## src/rtl/sal_dfi_mon_pkg.sv

```systemverilog
// Shared types for the DFI command monitor: decoded command codes and error bit positions.
package sal_dfi_mon_pkg;

    typedef enum logic [3:0] {
        CMD_NOP  = 4'd0,
        CMD_ACT  = 4'd1,
        CMD_RD   = 4'd2,
        CMD_WR   = 4'd3,
        CMD_PRE  = 4'd4,
        CMD_PREA = 4'd5,
        CMD_REF  = 4'd6,
        CMD_MRS  = 4'd7,
        CMD_ZQ   = 4'd8
    } cmd_t;

    localparam int ERR_W          = 7;
    localparam int ERR_ACT_OPEN   = 0;
    localparam int ERR_CAS_CLOSED = 1;
    localparam int ERR_REF_OPEN   = 2;
    localparam int ERR_TRCD       = 3;
    localparam int ERR_TRP        = 4;
    localparam int ERR_TRAS       = 5;
    localparam int ERR_TRFC       = 6;

    // Only meaningful with cs_n[0]=0 and cke=1; the caller masks the deselect case.
    function automatic cmd_t decode_cmd(input logic ras_n, input logic cas_n,
                                        input logic we_n, input logic a10);
        cmd_t c;
        case ({ras_n, cas_n, we_n})
            3'b011:  c = CMD_ACT;
            3'b101:  c = CMD_RD;
            3'b100:  c = CMD_WR;
            3'b010:  c = a10 ? CMD_PREA : CMD_PRE;
            3'b001:  c = CMD_REF;
            3'b000:  c = CMD_MRS;
            3'b110:  c = CMD_ZQ;
            default: c = CMD_NOP;
        endcase
        return c;
    endfunction

endpackage

```

## src/rtl/sal_bank_timer.sv

```systemverilog
// Per-bank open bit plus tRCD/tRP/tRAS down-counters; flags are combinational on the strobes.
module sal_bank_timer #(
    parameter int CW    = 5,
    parameter int T_RCD = 4,
    parameter int T_RP  = 4,
    parameter int T_RAS = 10
) (
    input  logic clk,
    input  logic rst_n,
    input  logic act,
    input  logic pre,
    input  logic cas,
    output logic open,
    output logic act_open_err,
    output logic cas_closed_err,
    output logic trcd_err,
    output logic trp_err,
    output logic tras_err
);

    logic [CW-1:0] rcd, rp, ras;

    assign act_open_err   = act & open;
    assign cas_closed_err = cas & ~open;
    assign trcd_err       = cas & (rcd != '0);
    assign trp_err        = act & (rp != '0);
    assign tras_err       = pre & open & (ras != '0);

    // Loads use T-1: the counter ticks once per clk between the two commands,
    // so a nonzero value at check time means fewer than T clks elapsed.
    always_ff @(posedge clk or negedge rst_n) begin
        if (!rst_n) begin
            open <= 1'b0;
            rcd  <= '0;
            rp   <= '0;
            ras  <= '0;
        end else begin
            rcd <= (rcd != '0) ? rcd - CW'(1) : '0;
            rp  <= (rp  != '0) ? rp  - CW'(1) : '0;
            ras <= (ras != '0) ? ras - CW'(1) : '0;
            if (act) begin
                open <= 1'b1;
                rcd  <= CW'(T_RCD - 1);
                ras  <= CW'(T_RAS - 1);
            end else if (pre && open) begin
                open <= 1'b0;
                rp   <= CW'(T_RP - 1);
            end
        end
    end

endmodule

```

## src/rtl/sal_dfi_cmd_monitor.sv

```systemverilog
// DFI control-bus monitor: decodes DDR commands, tracks bank state and flags timing/protocol errors.
module sal_dfi_cmd_monitor
    import sal_dfi_mon_pkg::*;
#(
    parameter int BA_WIDTH   = 3,
    parameter int NUM_BANKS  = 2**BA_WIDTH,
    parameter int ADDR_WIDTH = 16,
    parameter int CS_WIDTH   = 1,
    parameter int T_RCD      = 4,
    parameter int T_RP       = 4,
    parameter int T_RAS      = 10,
    parameter int T_RFC      = 20
) (
    input  logic                  clk,
    input  logic                  rst_n,
    input  logic                  dfi_cke,
    input  logic [CS_WIDTH-1:0]   dfi_cs_n,
    input  logic                  dfi_ras_n,
    input  logic                  dfi_cas_n,
    input  logic                  dfi_we_n,
    input  logic [BA_WIDTH-1:0]   dfi_ba,
    input  logic [ADDR_WIDTH-1:0] dfi_addr,
    input  logic                  dfi_odt,
    input  logic                  err_clr,
    output logic                  cmd_valid,
    output logic [3:0]            cmd,
    output logic [BA_WIDTH-1:0]   cmd_ba,
    output logic [ADDR_WIDTH-1:0] cmd_addr,
    output logic [NUM_BANKS-1:0]  bank_open,
    output logic [ERR_W-1:0]      err_pulse,
    output logic [ERR_W-1:0]      err_sticky
);

    localparam int TMAX = (T_RFC > T_RAS) ? T_RFC : T_RAS;
    localparam int CW   = $clog2(TMAX + 1);

    logic unused_ok;
    assign unused_ok = ^{dfi_odt, dfi_cs_n};

    cmd_t                  dec, s1_cmd;
    logic [BA_WIDTH-1:0]   s1_ba;
    logic [ADDR_WIDTH-1:0] s1_addr;

    // Deselected cycles may carry X on the other pins; keep them out of every register.
    always_comb begin
        dec = CMD_NOP;
        if (!dfi_cs_n[0] && dfi_cke)
            dec = decode_cmd(dfi_ras_n, dfi_cas_n, dfi_we_n, dfi_addr[10]);
    end

    always_ff @(posedge clk or negedge rst_n) begin
        if (!rst_n) begin
            s1_cmd  <= CMD_NOP;
            s1_ba   <= '0;
            s1_addr <= '0;
        end else begin
            s1_cmd <= dec;
            if (dec != CMD_NOP) begin
                s1_ba   <= dfi_ba;
                s1_addr <= dfi_addr;
            end
        end
    end

    logic                 is_act, is_ref;
    logic [NUM_BANKS-1:0] act_open_v, cas_closed_v, trcd_v, trp_v, tras_v;

    assign is_act = (s1_cmd == CMD_ACT);
    assign is_ref = (s1_cmd == CMD_REF);

    for (genvar i = 0; i < NUM_BANKS; i++) begin : g_bank
        logic sel;
        assign sel = (s1_ba == BA_WIDTH'(i));
        sal_bank_timer #(.CW(CW), .T_RCD(T_RCD), .T_RP(T_RP), .T_RAS(T_RAS)) u_timer (
            .clk            (clk),
            .rst_n          (rst_n),
            .act            (is_act && sel),
            .pre            ((s1_cmd == CMD_PRE && sel) || s1_cmd == CMD_PREA),
            .cas            ((s1_cmd == CMD_RD || s1_cmd == CMD_WR) && sel),
            .open           (bank_open[i]),
            .act_open_err   (act_open_v[i]),
            .cas_closed_err (cas_closed_v[i]),
            .trcd_err       (trcd_v[i]),
            .trp_err        (trp_v[i]),
            .tras_err       (tras_v[i])
        );
    end

    logic [CW-1:0]    rfc;
    logic [ERR_W-1:0] err_next;

    always_comb begin
        err_next                 = '0;
        err_next[ERR_ACT_OPEN]   = |act_open_v;
        err_next[ERR_CAS_CLOSED] = |cas_closed_v;
        err_next[ERR_REF_OPEN]   = is_ref & (|bank_open);
        err_next[ERR_TRCD]       = |trcd_v;
        err_next[ERR_TRP]        = |trp_v;
        err_next[ERR_TRAS]       = |tras_v;
        err_next[ERR_TRFC]       = is_act & (rfc != '0);
    end

    always_ff @(posedge clk or negedge rst_n) begin
        if (!rst_n) begin
            rfc        <= '0;
            cmd_valid  <= 1'b0;
            cmd        <= '0;
            cmd_ba     <= '0;
            cmd_addr   <= '0;
            err_pulse  <= '0;
            err_sticky <= '0;
        end else begin
            if (is_ref)
                rfc <= CW'(T_RFC - 1);
            else if (rfc != '0)
                rfc <= rfc - CW'(1);
            cmd_valid <= (s1_cmd != CMD_NOP);
            if (s1_cmd != CMD_NOP) begin
                cmd      <= s1_cmd;
                cmd_ba   <= s1_ba;
                cmd_addr <= s1_addr;
            end
            err_pulse  <= err_next;
            err_sticky <= (err_clr ? '0 : err_sticky) | err_next;
        end
    end

endmodule

```

## config.mk

```make
export PLATFORM = sky130hd
export DESIGN_NAME = sal_dfi_cmd_monitor
export DESIGN_NICKNAME = d
export VERILOG_FILES = /design/src/rtl/sal_dfi_mon_pkg.sv /design/src/rtl/sal_bank_timer.sv /design/src/rtl/sal_dfi_cmd_monitor.sv
export SDC_FILE = /design/constraint.sdc
export NUM_CORES = 1
export LEC_CHECK = 0
export CORE_AREA = 3 3 139 141
export CTS_BUF_LIST = sky130_fd_sc_hd__clkbuf_8
export DETAILED_ROUTE_END_ITERATION = 6
export DIE_AREA = 0 0 142 144
export PLACE_DENSITY = 0.73
export SYNTH_ARGS = -nofsm -noshare
export SYNTH_HDL_FRONTEND = slang
export SYNTH_HIERARCHICAL = 1
export SYNTH_SLANG_ARGS = --single-unit
```

## constraint.sdc

```tcl
create_clock -name clk -period 2.2 [get_ports clk]
set_clock_uncertainty 0.2 [all_clocks]
set_input_delay 0.44 -clock clk [delete_from_list [all_inputs] [get_ports clk]]
set_output_delay 0.44 -clock clk [all_outputs]
set_load 0.01 [all_outputs]
```

==> results.md, run 1 <==
* Final count of negative-setup-slack endpoints at 0
* Yosys warnings at 6
* R2R depth at 8
* Clock power share at between 15 and 20%
* First-pass GRT wire length at 29.8 mm
* Peak VDD IR at between 500 and 600 uV
* Post-Syn Nets at 813
* Die area at slightly above 0.02 sq mm
* Die Span Y at 144 um
* Startpoint Class: flop
* Min Hold Slack at 274 ps
* Clock sink total at 194
* Net switching power at 4.93 mW
* Tmin final at 2130 ps
* Delay-heaviest family, CP: buffers and inverters
* Nets@finish at 953
* Pre-antenna DRT Iters at 6
* Root Buffer: clkbuf_8
* Via count at 5908
* Worst R2R Setup Slack at 90 ps
* Post-Layout Cell Count at around 1100
* Comb pwr share at a little under two fifths
* Commonest cells after routing, fill and taps aside: dfrtp_1, clkdlybuf4s50_1, inv_1
* Synth top area cells: dfrtp_1, nor4b_4, mux2_2
* Final hold viol count at 0
* Worst Hold Class: in -> async
* CTS tree: yes
* Yosys cell types at 35
* H-tree depth at 4
* Most common cell after layout, fill and taps aside: dfrtp_1
* Leakage Power at 4.99 nW
* Vias in the first global route at 6185
* Reg2reg start: g_bank[0].u_timer/rp[0]
* Setup crit end kind: output pin
* Critical path arrival at ~1500 ps
* Peak Freq at 469 MHz
* Mapped Area at 0.00900 sq mm
* Flop pwr share at 45.2%
* Sequential area share after synthesis at ~54%
* Worst path cell trace: clkdlybuf4s50_1
* DR iter-0 viols at 340
* Sum of buffers and inverters on the critical path at 1
* Synth Register Bits at just under 200
* Slowest Stage Delay on Critical Path at 560 ps
* Area grow syn2layout at 21.3%
* Crit path capture: bank_open[0]
* WP data required at between 1500 and 2000 ps
* Antenna Diode Count at 0
* IO Pins at 74
* Share of the synthesized area in the top cell type at between 50% and 60%
* Post-Route WL at 17.0 mm
* Setup TNS at 0 ps
* TritonCTS buffer count at 17
* Drt wl/cell at around 15 um
* Post-synth top flop: dfrtp_1
* Syn Inst Count at 760
* Worst-Skew Late Latency at 470 ps
* Status: finished, final reports clean
* Critical Path Start: g_bank[0].u_timer/open
* FILL cells at roughly 1400
* Initial antenna violation count at 0
* Share of cells above drive strength 1 at a little over a fifth
* Post-Syn Area per Cell at around 12 sq um
* Clk slew on worst S/H paths at 100 ps
* Worst Tran Pin Value at 434 ps
* Relative slew slack at 70.8%
* Critical R2R Capture: err_sticky[4]
* Placer Congestion at 0.776
* Critical path's slowest cell: clkdlybuf4s50_1
* Buffers on Ports at 72
* Via density at roughly 5.2
* Routed Antenna Nets at 0
* Grt ovf at 0
* Post-DP Area at 0.0104 sq mm
* Power density cells at 1250 mW/mm^2
* Critical path depth in cells at 1
* Pint at 8.77 mW
* Met3 usage at 5.52%
* Fin. max-slew vios at 0
* Crit Path Category: reg -> out
* Largest net degree at the start of global routing at 49
* Core Area at 0.0181 sq mm
* M2 GR Usage at 28.9%
* CP max FO at 7
* Row count at 49
* EDFF count, synth at 0
* GRT Total Usage at between 10% and 20%
* Final Instance Area at between 0.01 and 0.015 sq mm
* Async S/R FF share, synth at 100%
* Starting Density at 49.8%
* Post-synth top area cell: dfrtp_1
* Chip width at about 140 um
* Global Route met1 Usage at 24.1%
* DRC viols at 0
* Max Root-Sink Buffers at 2
* MaxCap Viol Count at 0
* HPWL after detailed placement at 12.3 mm
* Switch share at a little over a third
* Busiest grt layer: met2
* Cells after DPL at 1101
* Period utilization at 97.0%
* Total power at 13.7 mW
## cell type report
type | count | area (sq um) | area share, %
clock buffers | 17 | 234 | 2.14
clock inverters | 15 | 180 | 1.65
inverters | 68 | 255 | 2.34
multi-input cells | 483 | 3830 | 35.1
flip-flops and latches | 194 | 4860 | 44.5
well taps | 229 | 287 | 2.62
repair buffers | 136 | 1270 | 11.6
## power by group through the flow
stage | clock, mW | combinational, mW | sequential [mW]
floorplan | 0 | 3.49 | 6.10
global placement | 0 | 4.89 | 6.22
detailed placement | 0 | 5.04 | 6.27
CTS | 2.47 | 5.10 | 6.22
global route | 2.62 | 5.88 | 6.38
finish | 2.38 | 5.13 | 6.19
## synthesized netlist by cell type (all sizes together) (14+ instances only)
| cell type | instances |
|---|---|
| o21ai | 24 |
| nor3 | 58 |
| dfrtp | 194 |
| o21bai | 33 |
| mux2 | 39 |
| nor4b | 25 |
| xnor2 | 49 |
| a21o | 18 |
| nor2 | 62 |
| nor2b | 26 |
| buf | 14 |
| nand2 | 23 |
| ha | 25 |
| inv | 68 |
| nand2b | 28 |
| a21oi | 19 |
## flip-flops by register name, indices dropped and copies added, names as in the netlist
| register | flops |
|---|---|
| cmd_ba | 3 |
| s1_ba | 3 |
| g_bank.u_timer/rcd | 40 |
| err_sticky | 7 |
| g_bank.u_timer/open | 8 |
| cmd_valid | 1 |
| s1_addr | 16 |
| cmd | 4 |
| g_bank.u_timer/ras | 40 |
| rfc | 5 |
| cmd_addr | 16 |
| s1_cmd | 4 |
| err_pulse | 7 |
| g_bank.u_timer/rp | 40 |
## worst min path at each step
stage               slack, ps                  endpoint
floorplan                 -60                    cmd[0]
global placement          230  g_bank[6].u_timer/ras[2]
detailed placement        230   g_bank[5].u_timer/rp[4]
CTS                       260  g_bank[6].u_timer/ras[1]
global route              290  g_bank[6].u_timer/ras[4]
finish                    270   g_bank[5].u_timer/rp[4]
## routing by layer
metal / wire length [um] / vias to the layer above
met5: 0 / -
met4: 238 / 0
met3: 1030 / 16
met2: 7970 / 118
met1: 7750 / 2910
li1: - / 2864
## cells by family (layout without fill, tap and decap cells)
kind of cell / after synthesis / in the layout / share of synthesized area (%)
xor gates and xnor gates: 49 / 49 / 4.77
DFF: 194 / 194 / 53.9
muxes: 39 / 39 / 4.88
AOI/OAI and AO/OA: 107 / 107 / 8.12
buffers and inverters: 83 / 236 / 3.86
and+or+nand+nor: 263 / 263 / 21.0
adders and majority gates: 25 / 25 / 3.47
## stage by stage
stage,utilization (%),worst slack (ps)
5_1_grt,60.4,-9.00
4_1_cts,59.9,7.73
3_3_place_gp,57.5,68.3
3_5_place_dp,57.5,50.7
6_report,60.4,66.3
2_1_floorplan,-,123
## what timing repair did
action,in CTS,in global routing
gates resized for setup,9,9
buffers inserted,0,8
hold buffers,1,0
pin swaps,0,3
cloned,0,0
hold endpoints to repair,43,0
setup endpoints to repair,9,17
Note: power is estimated with default switching activity, not from simulation.
==> run 2: changes to the inputs <==
Settings changed: SLEW_MARGIN from default to 20.
==> results of run 2 <==
No change in the layout: final DEF, timing and power equal those of run 1.
